### src/rtl/pipe_pkg.sv
// pipe_pkg: shared state encoding and default width for pipeline stage registers
package pipe_pkg;
    typedef enum logic [1:0] {PS_EMPTY = 2'b00, PS_ONE = 2'b10, PS_FULL = 2'b11} pipe_state_t;
    localparam int PIPE_DEFAULT_W = 32;
endpackage

### src/rtl/pipe_data_slot.sv
// pipe_data_slot: payload register with load enable and sync reset to RESET_VAL
module pipe_data_slot
    import pipe_pkg::*;
#(
    parameter int                DATA_W    = PIPE_DEFAULT_W,
    parameter logic [DATA_W-1:0] RESET_VAL = '0
) (
    input  logic              clk,
    input  logic              rst,
    input  logic              load,
    input  logic [DATA_W-1:0] d,
    output logic [DATA_W-1:0] q
);
    always_ff @(posedge clk)
        if (rst) q <= RESET_VAL;
        else if (load) q <= d;
endmodule

### src/rtl/pipe_skid_register.sv
// pipe_skid_register: valid/ready pipeline stage with 2-entry skid buffer and registered in_ready
// Optional stall counter port stall_cycles when PIPE_SKID_STATS_EN is defined.
module pipe_skid_register
    import pipe_pkg::*;
#(
    parameter int                DATA_W    = PIPE_DEFAULT_W,
    parameter logic [DATA_W-1:0] RESET_VAL = '0,
    parameter int                CNT_W     = 16
) (
    input  logic              clk,
    input  logic              rst,
    input  logic              flush,
    input  logic              in_valid,
    input  logic [DATA_W-1:0] in_data,
    output logic              in_ready,
    output logic              out_valid,
    output logic [DATA_W-1:0] out_data,
    input  logic              out_ready
`ifdef PIPE_SKID_STATS_EN
    ,
    output logic [CNT_W-1:0]  stall_cycles
`endif
);
    pipe_state_t       state_q, state_d;
    logic              in_fire, out_fire, load_main, load_skid, sel_skid;
    logic [DATA_W-1:0] skid_data;
    assign out_valid = state_q[1];
    assign in_ready  = !state_q[0];
    assign in_fire   = in_valid && in_ready;
    assign out_fire  = out_valid && out_ready;
    always_ff @(posedge clk)
        if (rst) state_q <= PS_EMPTY;
        else state_q <= state_d;
    always_comb begin
        state_d   = PS_EMPTY;
        load_main = 1'b0;
        load_skid = 1'b0;
        sel_skid  = 1'b0;
        case (state_q)
            PS_EMPTY: begin
                state_d   = in_fire ? PS_ONE : PS_EMPTY;
                load_main = in_fire;
            end
            PS_ONE: begin
                state_d   = (in_fire && !out_fire) ? PS_FULL : (!in_fire && out_fire) ? PS_EMPTY : PS_ONE;
                load_main = in_fire && out_fire;
                load_skid = in_fire && !out_fire;
            end
            PS_FULL: begin
                state_d   = out_fire ? PS_ONE : PS_FULL;
                load_main = out_fire;
                sel_skid  = 1'b1;
            end
            default: state_d = PS_EMPTY;
        endcase
        // flush empties the stage but leaves slot contents untouched
        if (flush) begin
            state_d   = PS_EMPTY;
            load_main = 1'b0;
            load_skid = 1'b0;
        end
    end
    pipe_data_slot #(.DATA_W(DATA_W), .RESET_VAL(RESET_VAL)) u_main (
        .clk(clk), .rst(rst), .load(load_main), .d(sel_skid ? skid_data : in_data), .q(out_data)
    );
    pipe_data_slot #(.DATA_W(DATA_W), .RESET_VAL(RESET_VAL)) u_skid (
        .clk(clk), .rst(rst), .load(load_skid), .d(in_data), .q(skid_data)
    );
`ifdef PIPE_SKID_STATS_EN
    always_ff @(posedge clk)
        if (rst) stall_cycles <= '0;
        else if (out_valid && !out_ready && !(&stall_cycles)) stall_cycles <= stall_cycles + CNT_W'(1);
`endif
endmodule

### config.mk
export PLATFORM = sky130hd
export DESIGN_NAME = pipe_skid_register
export DESIGN_NICKNAME = d
export VERILOG_FILES = /design/src/rtl/pipe_pkg.sv /design/src/rtl/pipe_data_slot.sv /design/src/rtl/pipe_skid_register.sv
export SDC_FILE = /design/constraint.sdc
export NUM_CORES = 1
export LEC_CHECK = 0
export ABC_AREA = 1
export BUFFER_PORTS_ARGS = -buffer_cell sky130_fd_sc_hd__buf_2
export CORE_MARGIN = 5
export CORE_UTILIZATION = 55
export CTS_BUF_LIST = sky130_fd_sc_hd__clkbuf_8
export DETAILED_ROUTE_END_ITERATION = 8
export PLACE_DENSITY = 0.81
export SLEW_MARGIN = 20
export SYNTH_ARGS = -nofsm -noshare
export SYNTH_HDL_FRONTEND = slang
export SYNTH_HIERARCHICAL = 1
export SYNTH_SLANG_ARGS = --single-unit
### constraint.sdc
create_clock -name clk -period 1.38 [get_ports clk]
set_input_delay 0.069 -clock clk [delete_from_list [all_inputs] [get_ports clk]]
set_output_delay 0.069 -clock clk [all_outputs]
set_load 0.01 [all_outputs]
# Yosys cells after proc, flatten, opt, wreduce, memory -nomap -nowiden
# Cells that the tools add are included.
# W data, S select, Z words.
[word_totals]
reg_bits = 66
input_bits = 37
[classes]
n_eq_ne = 2
reduce_logical = 10
n_mux = 11
[op_table]
columns = ["operator", "count"]
rows = [
  ["$mux W32", 1],
  ["$mux W2", 3],
  ["$pmux W2 S3", 1],
  ["$logic_and A1 B1 Y1", 5],
  ["$mux W1", 5],
  ["$eq A2 B2 Y1 const B", 2],
  ["$logic_not A1 Y1", 3],
  ["$pmux W1 S3", 1],
  ["$logic_not A2 Y1", 1],
  ["$reduce_or A2 Y1", 1],
]

# Depth between registers and ports, before layout
[logic_depth]
depth_word = 7
ltp_mapped = 10
mapped_depth_nobuf = 8

# Hierarchy
# Netlist, hierarchy kept.
[by_module_without_submodules]
columns = ["module", "instances", "cells_per_inst", "area_each_um2", "seq_area_each_um2"]
rows = [
  ["pipe_data_slot", 2, 203, 1338.8, 640.6],
  ["pipe_skid_register", 1, 122, 558.0, 40.0],
]

# Worst setup path after synthesis
# No wires, ideal clock.
[synth_path]
path_kind = "register to register"
from = "reg state_q[1]"
to = "reg u_main.q[22]"
slack_ns = 0.102
required_time_ns = 1.267
arrival_time_ns = 1.165
path_stages_with_launch = 10
setup_ns = 0.113
path_cell_list = "dfxtp_1 -> nand2_2 -> nand2_1 -> inv_1 -> nor2_1 -> buf_6 -> buf_6 -> nand2_1 -> nand2_1 -> nor2_1"
[synth_via]
elab_chain_len = 4
elab_cells_between_ends = 9
cone_classes = "eq/ne: 2; mux: 4; reduce/logical: 3"
[synth_rtl]
columns = ["element", "line", "text"]
rows = [
  ["from (decl)", "pipe_skid_register.sv:24", "pipe_state_t state_q, state_d;"],
  ["from (signal assigned)", "pipe_skid_register.sv:33", "else state_q <= state_d;"],
  ["$logic_and A1 B1 Y1", "pipe_skid_register.sv:30", "assign out_fire = out_valid && out_ready;"],
  ["$logic_and A1 B1 Y1", "pipe_skid_register.sv:46", "load_main = in_fire && out_fire;"],
  ["$pmux W1 S3 *", "pipe_skid_register.sv:39", "case (state_q)"],
  ["$mux W1 *", "pipe_skid_register.sv:57", "if (flush) begin"],
  ["named net load_main", "pipe_skid_register.sv:25", "logic in_fire, out_fire, load_main, load_skid, sel_skid;"],
  ["to (signal assigned)", "pipe_data_slot.sv:15", "if (rst) q <= RESET_VAL;"],
  ["to (signal assigned)", "pipe_data_slot.sv:16", "else if (load) q <= d;"],
  ["to (decl)", "pipe_data_slot.sv:12", "output logic [DATA_W-1:0] q"],
]
# The timed path passes the listed nets; every way through them passes the cells marked *.
# A chain may end at the register's enable or synchronous reset.

# Worst setup path in the final report
[layout_path]
from = "reg state_q[0]"
to = "reg u_main.q[25]"
[layout_via]
elab_chain_len = 5
elab_cells_between_ends = 10
cone_classes = "eq/ne: 2; mux: 4; reduce/logical: 4"
[layout_rtl]
columns = ["element", "line", "text"]
rows = [
  ["$logic_not A1 Y1", "pipe_skid_register.sv:28", "assign in_ready = !state_q[0];"],
  ["$logic_and A1 B1 Y1", "pipe_skid_register.sv:29", "assign in_fire = in_valid && in_ready;"],
  ["$logic_and A1 B1 Y1", "pipe_skid_register.sv:46", ""],
  ["$pmux W1 S3 *", "pipe_skid_register.sv:39", ""],
  ["$mux W1 *", "pipe_skid_register.sv:57", ""],
  ["named net load_main", "pipe_skid_register.sv:25", ""],
]
# Marked as above.

==> impl_metrics.toml <==
[final_layout]
final_common_cell = "nand2_1"
area_growth_pct = 23.7
layout_common_cells = "nand2_1, nor2_1, inv_1, buf_2, dfxtp_1"
n_antenna_cell = 0
drive_above_1_share = 0.205
fin_nets = 641
final_area_um2 = 4000

[setup_path]
path_delay_family = "simple AND/OR/NAND/NOR gates"
endpoint_kind = "flip-flop"
start_kind = "flip-flop"
r2r_end = "u_main/q[25]"
path_max_fanout = 10
path_buf_inv = 4
r2r_cells = 10
cp_slowest_cell = "dfxtp_4"
rr_startpoint = "state_q[0]"
r2r_slack_ns = 0.03
critical_path_class = "flip-flop to flip-flop"
crit_required_ns = 1.62
worstPathArrival_ns = 1.59
slowest_delay_ns = 0.37
crit_chain = "inv_4 -> nand2_4 -> nand2_4 -> inv_2 -> nor2_4 -> buf_12 -> clkbuf_16 -> nand2_1 -> nand2_1 -> nor2_1"

[placement]
place_hpwl_um = 4270
dp_slack_ns = 0.0861
dpl_cell_area_um2 = 3540
globalplace.congestion = 0.742
port_buffers = 70

[logic_synthesis]
synth_compound_gate_area_share = 0
synth-simple-area-share = 0.433
synth.distinct_cells = 11
synth-xor-area-share = 0
synthAdderAreaFrac = 0
synth_top_cell_area_share = 0.408
ys_ff_latch = 66
yosysTopAreaCell = "dfxtp_1"
synth.area.top_cells = "dfxtp_1, nand2_1, nor2_1"
syn_area_per_cell_um2 = 6.13
syn_inst = 528
synthMuxAreaShare = 0
synth_area_um2 = 3240
synth_top_family_by_area = "simple AND/OR/NAND/NOR gates"
ys_warn_count = 6
syn_nets = 565
ys_seq_area_frac = 0.408

[clock_network]
cts_made_buffers = 9
cts_tree = "done"
clk_pin_slew_worst_paths_ns = 0.07
clock_latency_ns = 0.34
clk_path_buf_depth = 2
cts_max_level = 3
clock-sinks = 66
root_buffer = "clkbuf_8"

[min_path]
holdPathEnd = "u_skid/q[2]"
hold_path_class = "primary input to flip-flop"
min_path_cells = 5
hold_start = "in_data[2]"

[grt]
grt_usage = 0.184
grt_antenna_before_repair = 0
grt_max_degree = 65
grt_pass1_vias = 2664
grt_overflow = 0
grt_pass1_wl_um = 11200

[sta]
drv_slew = 0
setup_viol = 0
layout_min_cycle_time_ns = 1.35
setup_slack_ns = 0.0294
worst_pin_slew_ns = 0.293
fmax_mhz = 740
finalHoldViolations = 0
fin_crit_sh = 0.979
fin_skew_ns = 0.00609
fin_tns_setup_ns = 0
slew_headroom = 0.805

[routing]
wl_met2_um = 3680
vias = 3122
top_layer = "met4"
drc = 0
wl_per_cell_um = 11.4
wl_met1_um = 3430
drt_wl_total_um = 7800
initialDrtViolationCount = 210
drtAntennaViolNets = 0
dr.pass1.iters = 4
routed_via_density = 4.56
met3_length_um = 565

[die]
die_h_um = 86.7
core_area_um2 = 5820
die_width_um = 86.7
die_area_um2 = 7520
io_pins = 71
start_util = 0.556
num_rows = 28

[power]
vdd_drop_max_v = 0.000788
powerDensity_nw_per_um2 = 1030
leakagePower_nw = 2.27

[job]
drv_cap = 0

[run_status]
status = "finished clean"
## worst reg2reg max path: cells and delay by family, from the launching register on
family	cells	cell delay, ns
flip-flops	1	0.37
buffers and inverters	4	0.43
AND/OR/NAND/NOR	6	0.46
## cell usage after synthesis
master and number:
nand2_1 220, nor2_1 132, inv_1 70, dfxtp_1 66
buf_6 16, nand2_2 11, buf_2 9, buf_12 1
inv_4 1, nand3_1 1, nor3_1 1
## layer usage
metal  vias up  global-route usage
met5         -                   0
li1       1655                   -
met1      1357               0.228
met3        14              0.0485
met2        96               0.304
met4         0              0.0751
## registers in the layout, indices dropped and copies added, names as in the netlist
register and count:
u_skid/q 32, u_main/q 32, state_q 2
## worst max path at each step
stage,startpoint,endpoint,slack [ns],cells after the start
finish,state_q[0],u_main/q[25],0.03,10
floorplan,state_q[1],u_main/q[22],0.10,9
CTS,state_q[1],u_skid/q[8],0.06,6
global route,state_q[0],u_main/q[31],-0.01,10
global placement,state_q[1],u_skid/q[10],0.14,6
detailed placement,state_q[1],u_skid/q[23],0.09,6
## cells by family (layout without fill, tap and decap cells)
logic type | count (synthesis) | count (layout)
AND/OR/NAND/NOR | 365 | 365
flip-flops | 66 | 66
buffers and inverters | 97 | 178
## timing repair
| action | in CTS | in global routing |
|---|---|---|
| endpoints found under the setup margin | 0 | 33 |
| hold buffers | 1 | 0 |
| setup buffers | 0 | 2 |
| hold endpoints to repair | 1 | 0 |
| gates resized for setup | 0 | 22 |
## cell type report
cell class | count | area [um2]
Clock inverter | 4 | 17.5
Inverter | 71 | 274
Sequential cell | 66 | 1330
Timing Repair Buffer | 91 | 683
Clock buffer | 12 | 165
Fill cell | 525 | 1810
Tap cell | 75 | 93.8
Multi-Input combinational cell | 365 | 1440
## through the flow
| step | instances | util | power (mW) | hold slack [ns] |
|---|---|---|---|---|
| 2_1_floorplan | 528 | - | 2.41 | 0.198 |
| 3_3_place_gp | 655 | 0.610 | 2.57 | 0.303 |
| 3_5_place_dp | 655 | 0.610 | 2.58 | 0.321 |
| 4_1_cts | 672 | 0.643 | 4.05 | 0.0121 |
| 5_1_grt | 684 | 0.688 | 4.29 | 0.0315 |
| 6_report | 684 | 0.688 | 4.10 | 0.0209 |
## power by group
| part | internal, mW | switching (mW) | leakage [nW] |
|---|---|---|---|
| sequential | 1.98 | 0.0405 | 0.540 |
| combinational | 0.265 | 0.321 | 1.63 |
| clock | 0.780 | 0.713 | 0.105 |
| total | 3.03 | 1.08 | 2.27 |
No activity file was read; power rests on OpenSTA's default activity.
